## src/rtl/md_issue_ctrl_pkg.sv

```systemverilog
`default_nettype none
// ============================================================================
// Module      : md_issue_ctrl_pkg
// Description : Shared encodings for the multiply/divide issue controller:
//               instruction classes, MDop codes, FSM states and latencies.
// Revision    : 1.0 - initial release
// ============================================================================
package md_issue_ctrl_pkg;

  // E-stage MD instruction classes
  localparam logic [3:0] c_cls_none  = 4'd0;
  localparam logic [3:0] c_cls_multu = 4'd1;
  localparam logic [3:0] c_cls_mult  = 4'd2;
  localparam logic [3:0] c_cls_divu  = 4'd3;
  localparam logic [3:0] c_cls_div   = 4'd4;
  localparam logic [3:0] c_cls_madd  = 4'd5;
  localparam logic [3:0] c_cls_mfhi  = 4'd6;
  localparam logic [3:0] c_cls_mflo  = 4'd7;
  localparam logic [3:0] c_cls_mthi  = 4'd8;
  localparam logic [3:0] c_cls_mtlo  = 4'd9;

  // MDop codes understood by the MD unit
  localparam logic [2:0] c_mdop_multu = 3'b000;
  localparam logic [2:0] c_mdop_mult  = 3'b001;
  localparam logic [2:0] c_mdop_divu  = 3'b010;
  localparam logic [2:0] c_mdop_div   = 3'b011;
  localparam logic [2:0] c_mdop_madd  = 3'b100;

  // Issue FSM states
  localparam logic [1:0] c_st_idle   = 2'd0;
  localparam logic [1:0] c_st_issued = 2'd1;
  localparam logic [1:0] c_st_busy   = 2'd2;
  localparam logic [1:0] c_st_settle = 2'd3;

  // Default latencies of the MD unit
  localparam int c_mul_lat_def = 5;
  localparam int c_div_lat_def = 10;
  localparam int c_timeout_def = 31;

  // Map an operation class (1..5) onto its MDop code
  function automatic logic [2:0] class_to_mdop(input logic [3:0] cls);
    logic [2:0] op;
    op = c_mdop_multu;
    case (cls)
      c_cls_mult:  op = c_mdop_mult;
      c_cls_divu:  op = c_mdop_divu;
      c_cls_div:   op = c_mdop_div;
      c_cls_madd:  op = c_mdop_madd;
      default:     op = c_mdop_multu;
    endcase
    return op;
  endfunction

endpackage
`default_nettype wire

```

## src/rtl/md_issue_ctrl.sv

```systemverilog
`default_nettype none
// ============================================================================
// Module      : md_issue_ctrl
// Description : E-stage initiator for the multiply/divide unit. Issues
//               operations, stalls later MD instructions until HI/LO settle,
//               serves mfhi/mflo and checks the unit's Busy latency.
// Revision    : 1.0 - initial release
// ============================================================================
module md_issue_ctrl
  import md_issue_ctrl_pkg::*;
#(
  parameter int MUL_LAT = c_mul_lat_def,
  parameter int DIV_LAT = c_div_lat_def,
  parameter int TIMEOUT = c_timeout_def
) (
  input  logic        clk,
  input  logic        reset,
  input  logic        instr_valid,
  input  logic [3:0]  md_class,
  input  logic [31:0] rs_val,
  input  logic [31:0] rt_val,
  input  logic        md_busy,
  input  logic [31:0] hi_in,
  input  logic [31:0] lo_in,
  output logic        md_start,
  output logic [2:0]  md_op,
  output logic        md_hiwrite,
  output logic        md_lowrite,
  output logic [31:0] md_a,
  output logic [31:0] md_b,
  output logic        stall,
  output logic [31:0] rd_data,
  output logic        rd_valid,
  output logic        timeout_err,
  output logic        lat_err
);

  localparam logic [4:0] c_mul_lat = 5'(MUL_LAT);
  localparam logic [4:0] c_div_lat = 5'(DIV_LAT);
  localparam logic [4:0] c_timeout = 5'(TIMEOUT);

  logic [1:0] r_state;
  logic [4:0] r_lat_cnt;
  logic [4:0] r_exp_lat;
  logic       r_timeout_err;
  logic       r_lat_err;

  logic       w_md;
  logic       w_is_op;
  logic       w_idle_md;
  logic [4:0] w_lat_inc;

  assign w_md      = instr_valid && (md_class != c_cls_none) && (md_class <= c_cls_mtlo);
  assign w_is_op   = (md_class != c_cls_none) && (md_class <= c_cls_madd);
  assign w_idle_md = w_md && (r_state == c_st_idle);

  // Busy-cycle counter increment, held at the timeout value once reached
  assign w_lat_inc = (r_lat_cnt >= c_timeout) ? c_timeout : r_lat_cnt + 5'd1;

  // Strobes only fire when an MD instruction is accepted in IDLE
  assign stall      = w_md && (r_state != c_st_idle);
  assign md_op      = w_is_op ? class_to_mdop(md_class) : c_mdop_multu;
  assign md_start   = w_idle_md && w_is_op;
  assign md_hiwrite = w_idle_md && (md_class == c_cls_mthi);
  assign md_lowrite = w_idle_md && (md_class == c_cls_mtlo);
  assign md_a       = rs_val;
  assign md_b       = rt_val;

  assign timeout_err = r_timeout_err;
  assign lat_err     = r_lat_err;

  // mfhi/mflo read path straight from the unit's HI/LO
  always_comb begin
    rd_data  = 32'd0;
    rd_valid = 1'b0;
    if (w_idle_md && (md_class == c_cls_mfhi)) begin
      rd_data  = hi_in;
      rd_valid = 1'b1;
    end else if (w_idle_md && (md_class == c_cls_mflo)) begin
      rd_data  = lo_in;
      rd_valid = 1'b1;
    end
  end

  // Issue FSM with inline Busy-latency checker and sticky error flags
  always_ff @(posedge clk) begin
    if (!reset) begin
      r_state       <= c_st_idle;
      r_lat_cnt     <= 5'd0;
      r_exp_lat     <= 5'd0;
      r_timeout_err <= 1'b0;
      r_lat_err     <= 1'b0;
    end else begin
      case (r_state)
        c_st_idle: begin
          if (md_start) begin
            r_exp_lat <= ((md_class == c_cls_divu) || (md_class == c_cls_div)) ? c_div_lat : c_mul_lat;
            r_lat_cnt <= 5'd0;
            r_state   <= c_st_issued;
          end
        end
        c_st_issued: begin
          // Busy normally rises here; count it so the total matches the unit
          if (md_busy) begin
            r_lat_cnt <= w_lat_inc;
          end
          r_state <= c_st_busy;
        end
        c_st_busy: begin
          if (md_busy) begin
            r_lat_cnt <= w_lat_inc;
            if (w_lat_inc >= c_timeout) begin
              r_timeout_err <= 1'b1;
              r_state       <= c_st_settle;
            end
          end else begin
            if (r_lat_cnt != r_exp_lat) begin
              r_lat_err <= 1'b1;
            end
            r_state <= c_st_settle;
          end
        end
        c_st_settle: begin
          // HI/LO change on the Busy falling edge; give them a cycle to settle
          r_state <= c_st_idle;
        end
        default: begin
          r_state <= c_st_idle;
        end
      endcase
    end
  end

endmodule
`default_nettype wire

```

## config.mk

```make
export PLATFORM = sky130hd
export DESIGN_NAME = md_issue_ctrl
export DESIGN_NICKNAME = d
export VERILOG_FILES = /design/src/rtl/md_issue_ctrl_pkg.sv /design/src/rtl/md_issue_ctrl.sv
export SDC_FILE = /design/constraint.sdc
export NUM_CORES = 1
export LEC_CHECK = 0
export ABC_AREA = 1
export CORE_MARGIN = 2
export CORE_UTILIZATION = 25
export CTS_BUF_LIST = sky130_fd_sc_hd__clkbuf_8 sky130_fd_sc_hd__clkbuf_16
export CTS_CLUSTER_DIAMETER = 200
export DETAILED_ROUTE_END_ITERATION = 8
export PLACE_DENSITY = 0.8
export SLEW_MARGIN = 15
export SYNTH_ARGS = -nofsm -noshare
export SYNTH_HDL_FRONTEND = slang
export SYNTH_SLANG_ARGS = --single-unit
```

## constraint.sdc

```tcl
create_clock -name clk -period 2.5 [get_ports clk]
set_clock_uncertainty 0.1 [all_clocks]
set_input_delay 0.75 -clock clk [delete_from_list [all_inputs] [get_ports clk]]
set_output_delay 0.75 -clock clk [all_outputs]
set_load 0.005 [all_outputs]
```

# Word level (Yosys, flattened, before mapping)
# Index checks and enable logic that the tools add are counted.
[totals]
reg_bits = 14
output_inout_bits = 106
word_cells = 62
[classes]
addsub = 1
order_cmp = 4
eq_ne = 15
muxes = 15
bitwise_logic = 1
reduce_logical = 21
[ops]
columns = ["op", "count"]
rows = [
  ["2-to-1 mux 32 bit", 2],
  ["equality test 4 x 3 -> 1 bit (second input constant)", 4],
  ["2-to-1 mux 5 bit", 3],
  ["case mux 3 bit (4 select lines)", 1],
  ["greater-or-equal comparator 5 bit (second input constant)", 2],
  ["logical AND 1 bit", 10],
  ["case mux 5 bit (2 select lines)", 1],
  ["AND reduction 3 bit", 3],
  ["equality test 4 x 2 -> 1 bit (second input constant)", 2],
  ["equality test 4 bit (second input constant)", 2],
  ["case mux 2 bit (4 select lines)", 1],
  ["2-to-1 mux 2 bit", 3],
  ["adder 5 x 1 -> 5 bit (second input constant)", 1],
  ["!= test 5 bit", 1],
  ["equality test 2 bit (second input constant)", 2],
  ["<= comparator 4 x 3 -> 1 bit (second input constant)", 1],
  ["<= comparator 4 bit (second input constant)", 1],
  ["2-to-1 mux 4 bit", 1],
  ["AND reduction 2 bit", 2],
  ["nonzero test 2 bit", 2],
  ["nonzero test 4 bit", 1],
  ["2-to-1 mux 3 bit", 1],
  ["!= test 3 bit (second input constant)", 1],
  ["equality test 2 x 1 -> 1 bit (second input constant)", 1],
  ["other kinds (7)", 8],
]

# Logic depth before layout (Yosys ltp)
# Gate-level depths: netlist of the first run.
[logic_depth]
ltp_word = 7
depth_mapped = 11
mapped_depth_nobuf = 11

# Least setup slack after synthesis of the first run
# Ideal clock, no wire load.
[synth_timing]
path_kind = "input to output"
startpoint = "input port md_class[2]"
endpoint = "output port rd_data[0]"
arrival_ps = 1697
required_time_ps = 1650
setup_slack_ps = -47
cell_stages = 7
path_buffers = 2
cell_sequence = "buf_6 o21ai_2 nand3_4 nor2_8 nand3_4 buf_6 o22ai_2"
[synth_between]
elab_chain_len = 7
[synth_lines]
columns = ["item", "line", "rtl"]
rows = [
  ["from (decl)", "md_issue_ctrl.sv:19", "input logic [3:0] md_class,"],
  ["parallel branches: the longest is 6 deep, another holds <= comparator 4 bit", "--", ""],
  ["2-to-1 mux 32 bit *", "md_issue_ctrl.sv:76", "if (w_idle_md && (md_class == c_cls_mfhi)) begin"],
  ["to (decl)", "md_issue_ctrl.sv:32", "output logic [31:0] rd_data,"],
]
# Mark *: on every way between the ends.

# Final worst setup path of the first run
[layout_timing]
startpoint = "input port md_class[1]"
endpoint = "output port rd_data[15]"
# Same word-level chain as after synthesis.

==> results of run 1 <==
## worst max-delay path, stage by stage
cell     delay (ns)
buf_8          0.10
o21ai_4        0.16
nand3_4        0.11
nor2_8         0.13
buf_12         0.11
nand4_4        0.11
buf_12         0.16
buf_8          0.12
buf_6          0.11
buf_6          0.11
o22ai_2        0.08
buf_2          0.13
## metrics by stage
stage	setup TNS, ns	utilization, %	hold WS [ns]	cells	power (mW)
6_report	-16.51	43.8	0.370	507	1.14
5_1_grt	-19.46	43.8	0.395	507	1.22
4_1_cts	-17.64	43.6	0.374	505	1.13
3_5_place_dp	-47.61	38.2	0.357	464	0.877
3_3_place_gp	-45.96	38.2	0.351	464	0.858
2_1_floorplan	-1.05	-	0.346	291	0.644
## power breakdown
part           total (mW)  switching (mW)  internal [mW]
registers           0.232          0.0280          0.204
logic               0.717           0.346          0.371
clock network       0.188          0.0788          0.109
## area by class of cell
type	instances	area (sq um)
fill	761	4370
timing repair buffer	181	1640
multi-input combinational	124	1040
inverter	85	324
sequential	11	220
tap	102	128
clock buffer	3	41.3
clock inverter	1	3.75
## worst min path at each step
stage                 start            to  cells past startpoint
6_report        timeout_err   timeout_err                      1
5_1_grt        r_exp_lat[1]  r_exp_lat[1]                      2
4_1_cts         timeout_err   timeout_err                      1
3_5_place_dp    timeout_err   timeout_err                      1
3_3_place_gp    timeout_err   timeout_err                      1
2_1_floorplan  r_exp_lat[2]  r_exp_lat[2]                      2
## placed cells by master, fill, tap and decap left out, types with 2 or more instances in the layout
master,Yosys,layout
nor3_1,2,2
ha_1,5,5
dfxtp_1,11,11
nor2_1,12,10
nand2_1,28,28
buf_8,0,3
nand3_4,2,3
o21ai_4,1,2
clkdlybuf4s50_1,0,68
buf_12,0,4
nand3_1,7,7
inv_2,2,3
clkbuf_8,0,3
buf_16,0,2
nor2_2,3,4
inv_1,82,81
o21ai_1,4,4
buf_4,67,40
o22ai_2,29,25
a21oi_1,11,11
o22ai_4,0,6
buf_6,4,24
buf_2,1,38
## metal layers
metal / up-vias / wire, microns
met1: 1029 / 3030
met3: 17 / 908
li1: 1061 / -
met5: - / 0
met4: 0 / 166
met2: 139 / 3880
## timing repair
action | CTS | global route
gates cloned | 4 | 0
setup buffers | 36 | 6
resized for setup | 227 | 7
pin swaps | 12 | 9
endpoints found under the setup margin | 40 | 40
hold endpoints to repair | 0 | 0
## cell families after synthesis
family	Yosys count
compound gates	53
buf+inv	157
flops	11
xor+xnor	1
simple gates	64
fa+ha+maj	5
## flip-flops by register name, summed over array words and instances, names as in the netlist
signal	count
timeout_err	1
r_state	2
r_exp_lat	2
r_lat_cnt	5
lat_err	1
==> out/results.tsv, run 1 <==
metric	value	unit
drt_iter0_drc	34	
rsz0062_at_grt	true	
synth-main-ff-cell	dfxtp_1	
setup_viol	38	
layout-drive-gt1-share	41.5	%
async_flop_share	0	%
vias	2246	
overflow	0	
antenna_found_initial	0	
area_growth	68.3	%
synthSimpleGateAreaFrac	17.2	%
numPortBuffers	113	
synth_top_area_share	24.9	%
ys_seq_area_share	10.9	%
synth_cell_types	33	
min_period	3.06	ns
grt_max_degree	9	
antennaDiodeCount	0	
clock_path_buffers	2	
synth_fp_nets	432	
max-cap-violations	0	
hpwlAfterDp	5900	microns
worstMarginPinSlew	0.293	ns
r2r_end	r_state[1]	
synth_edf_count	0	
cts_buffers	3	
worstPathRequired	1.65	ns
violations	setup timing	
htree_levels	1	
gp_congestion	0.861	
criticalPathCategory	in2out	
synth_most_common_cell	inv_1	
die_y	93.9	microns
path_max_fanout	5	
grt.met2_usage	30.5	%
rows	32	
fin_nets	547	
syn_area	2020	sq um
rrSetupSlack	0.56	ns
dieArea	8810	sq um
synth_compound_area_share	25.2	%
wire_per_inst	15.7	microns
endpoint	rd_data[15]	
cts.sinks	11	
cts_tree	done	
leakagePower	1.75	nW
crit_start	md_class[1]	
antenna_left	0	
report.final.slew_viol_count	0	
final_area	3400	sq um
setup_ws	-0.558	ns
ios	242	
initial_core_util	26.0	%
dr.pass1.iters	6	
end_kind	primary output	
grt_pass1_vias	2335	
cts_hold_buf	0	
ir_worst_vdd	0.351	mV
outcome	finished, violations left	
maxSlewHeadroom	80.4	%
critPathLaunchType	primary input	
pre_cts_slack	-1.26	ns
wl	7980	microns
hp-class	reg2reg	
hold_viol_final	0	
top_usage_layer	met2	
drc	0	
avgSynthCellArea	6.94	sq um
reg2reg_from	r_lat_cnt[0]	
synth_area_leaders	buf_4, o22ai_2, inv_1	
synth_top_family_by_area	buffers and inverters	
clock_latency	0.25	ns
postSynthCellCount	291	
grt_util_met3	6.74	%
cts.clk_slew.worst_paths	0.05	ns
synth_fa_ha_area_share	3.10	%
synth_top_area_cell	buf_4	
synth_xor_area_share	0.434	%
powerDensity	334	nW/um^2
met1_usage	18.8	%
fmax	327	MHz
yosysWarnings	0	
period_share	122	%
avgViaCountPerCell	4.43	
netlist_top_cells_count	inv_1, buf_4, o22ai_2, nand2_1, nor2_1	
grtUsageTotal	17.3	%
r2r_cells	10	
synth.area.mux_share	0	%
die_x	93.9	microns
core_area	7770	sq um
critical_path_arrival	2.21	ns
post_dp_cell_area	2970	sq um
ys_ff_latch	11	
root_buffer	clkbuf_8	
grt_pass1_wl	11900	microns
Power figures use the tool's default switching activity.
==> run 2: changes to the inputs <==
--- a/config.mk
+++ b/config.mk
@@ -6,12 +6,15 @@
 export NUM_CORES = 1
 export LEC_CHECK = 0
 export ABC_AREA = 1
-export CORE_MARGIN = 2
-export CORE_UTILIZATION = 25
+export CELL_PAD_IN_SITES_DETAIL_PLACEMENT = 1
+export CELL_PAD_IN_SITES_GLOBAL_PLACEMENT = 2
+export CORE_ASPECT_RATIO = 1.25
+export CORE_MARGIN = 1.5
+export CORE_UTILIZATION = 10
 export CTS_BUF_LIST = sky130_fd_sc_hd__clkbuf_8 sky130_fd_sc_hd__clkbuf_16
 export CTS_CLUSTER_DIAMETER = 200
 export DETAILED_ROUTE_END_ITERATION = 8
-export PLACE_DENSITY = 0.8
+export PLACE_DENSITY_LB_ADDON = 0.1
 export SLEW_MARGIN = 15
 export SYNTH_ARGS = -nofsm -noshare
 export SYNTH_HDL_FRONTEND = slang
==> run 2 against run 1 <==
The flow still finishes with violations (setup timing). Clock power up 57%. Via count fell by 8.7%. Die area grew 140%. Routed wire length grew 1.9%. Global-route usage is 10 points lower. Critical path depth down 2. Largest power group unchanged. Highest routed layer unchanged.
==> out/results.tsv, run 2 (synthesized netlist as in run 1, its figures left out) <==
metric	value	unit	change
avgViaCountPerCell	3.16		was 4.43
dr.pass1.iters	4		was 6
area_growth	69.2	%	was 68.3%
gp_congestion	0.631		was 0.861
path_max_fanout	18		was 5
holdWs	0.366	ns	was 0.370 ns
path_delay_family	buffers and inverters		unchanged
powerDensity	370	nW/um^2	was 334 nW/um^2
clock_latency	0.24	ns	was 0.25 ns
hold_viol_final	0		unchanged
antennaDiodeCount	0		unchanged
period_share	113	%	was 122%
fillCellCount	2349		was 761
ir_worst_vdd	0.199	mV	was 0.351 mV
dieArea	21100	sq um	was 8810 sq um
violations	setup timing		unchanged
outcome	finished, violations left		unchanged
post-route-util	17.4	%	was 43.8%
critPathLaunchType	primary input		unchanged
drc	0		unchanged
hpwlAfterDp	6340	microns	was 5900 microns
layout-drive-gt1-share	40.1	%	was 41.5%
reg2reg_from	r_state[1]		was r_lat_cnt[0]
worstHoldPathCells	1		unchanged
die_y	162	microns	was 93.9 microns
initial_core_util	10.3	%	was 26.0%
overflow	0		unchanged
setup_ws	-0.324	ns	was -0.558 ns
setup_tns	-10.12	ns	was -16.51 ns
core_area	19600	sq um	was 7770 sq um
crit_slowest_cell	buf_12		was o21ai_4
cts.sinks	11		unchanged
end_kind	primary output		unchanged
grt_pass1_wl	11800	microns	was 11900 microns
fin_nets	526		was 547
largest-register	r_lat_cnt		unchanged
wl	8120	microns	was 7980 microns
rows	57		was 32
setup_viol	38		unchanged
max-cap-violations	0		unchanged
cts_buffers	3		unchanged
leakagePower	1.71	nW	was 1.75 nW
antenna_found_initial	0		unchanged
vias	2051		was 2246
root_buffer	clkbuf_16		was clkbuf_8
rrSetupSlack	0.58	ns	was 0.56 ns
wl_met2	4200	microns	was 3880 microns
fmax	354	MHz	was 327 MHz
crit_start	md_class[3]		was md_class[1]
grt_pass1_vias	2133		was 2335
antenna_left	0		unchanged
cp_cell_sequence	buf_6, buf_6, o21ai_4, nand3_4, nor2_8, buf_6, nand3_4, buf_12, o22ai_2, buf_2		was buf_8, o21ai_4, nand3_4, nor2_8, buf_12, nand4_4, buf_12, buf_8, buf_6, buf_6, o22ai_2, buf_2
r2r_end	r_exp_lat[1]		was r_state[1]
grt_max_degree	19		was 9
reg_top3	r_lat_cnt (5), r_exp_lat (2), r_state (2)		unchanged
die_x	130	microns	was 93.9 microns
critical_path.max_stage_delay	0.18	ns	was 0.16 ns
critical_path_arrival	1.97	ns	was 2.21 ns
cts.clk_slew.worst_paths	0.04	ns	was 0.05 ns
rsz0062_at_grt	true		unchanged
drt_iter0_drc	24		was 34
wl_met1	3210	microns	was 3030 microns
numPortBuffers	113		unchanged
r2r_cells	14		was 10
min_period	2.82	ns	was 3.06 ns
layout_commonest_cell	inv_1		unchanged
worstPathRequired	1.65	ns	about the same
maxSlewHeadroom	80.9	%	was 80.4%
grtUsageTotal	7.26	%	was 17.3%
wire_per_inst	12.5	microns	was 15.7 microns
ios	242		unchanged
cp_common_cell	buf_6		
wl_met3	671	microns	was 908 microns
criticalPathCategory	in2out		unchanged
crit_buf_inv	5		was 7
holdPathEnd	timeout_err		unchanged
cts_tree	done		unchanged
hold_start	timeout_err		unchanged
htree_levels	1		unchanged
hp-class	reg2reg		unchanged
cts_hold_buf	0		unchanged
final_cell_mix	inv_1, clkdlybuf4s50_1, buf_2		was inv_1, clkdlybuf4s50_1, buf_4
worstMarginPinSlew	0.286	ns	was 0.293 ns
highest_layer	met4		unchanged
pre_cts_slack	-1.10	ns	was -1.26 ns
clock_path_buffers	2		unchanged
report.final.slew_viol_count	0		unchanged
largest_register_ffs	5		unchanged
==> run 2: area by class of cell <==
| class | count | area (sq um) | share of cell area [%] |
|---|---|---|---|
| timing repair buffer | 161 | 1440 | 42.3 |
| inverter | 85 | 328 | 9.59 |
| clock buffer | 3 | 75.1 | 2.20 |
| multi-input combinational | 123 | 1010 | 29.7 |
| tap | 265 | 332 | 9.70 |
| clock inverter | 1 | 3.75 | 0.110 |
| sequential | 11 | 220 | 6.44 |
==> run 2: worst max path at each step <==
stage,endpoint,cells past startpoint
after CTS,rd_data[28],10
after floorplan,rd_data[0],7
after global placement,rd_data[28],9
final,rd_data[28],10
after detailed placement,rd_data[28],9
after global routing,rd_data[2],10
==> run 2: timing repair <==
action                     4_1_cts  5_1_grt
gates cloned                     3        0
buffers inserted                15        6
resized for setup              204       26
setup endpoints to repair       47       42
pin swaps                        7        6
==> run 2: through the flow <==
| stage | cells | cell area (sq um) | power [mW] |
|---|---|---|---|
| after global routing | 649 | 3420 | 1.38 |
| after CTS | 646 | 3320 | 1.27 |
| after floorplan | 291 | 2030 | 0.644 |
| final | 649 | 3420 | 1.26 |
| after detailed placement | 625 | 3170 | 0.929 |
| after global placement | 625 | 3170 | 0.934 |
==> run 2: metal layers <==
metal	up-vias	GRT usage, %
li1	1020	-
met1	938	8.33
met4	0	1.41
met3	8	1.45
met5	-	0
met2	85	13.7
==> run 2: where the power goes <==
group	switching, mW	leakage, nW	internal, mW
clock	0.0856	0.0423	0.211
sequential	0.0164	0.0895	0.204
combinational	0.370	1.58	0.376
total	0.472	1.71	0.791
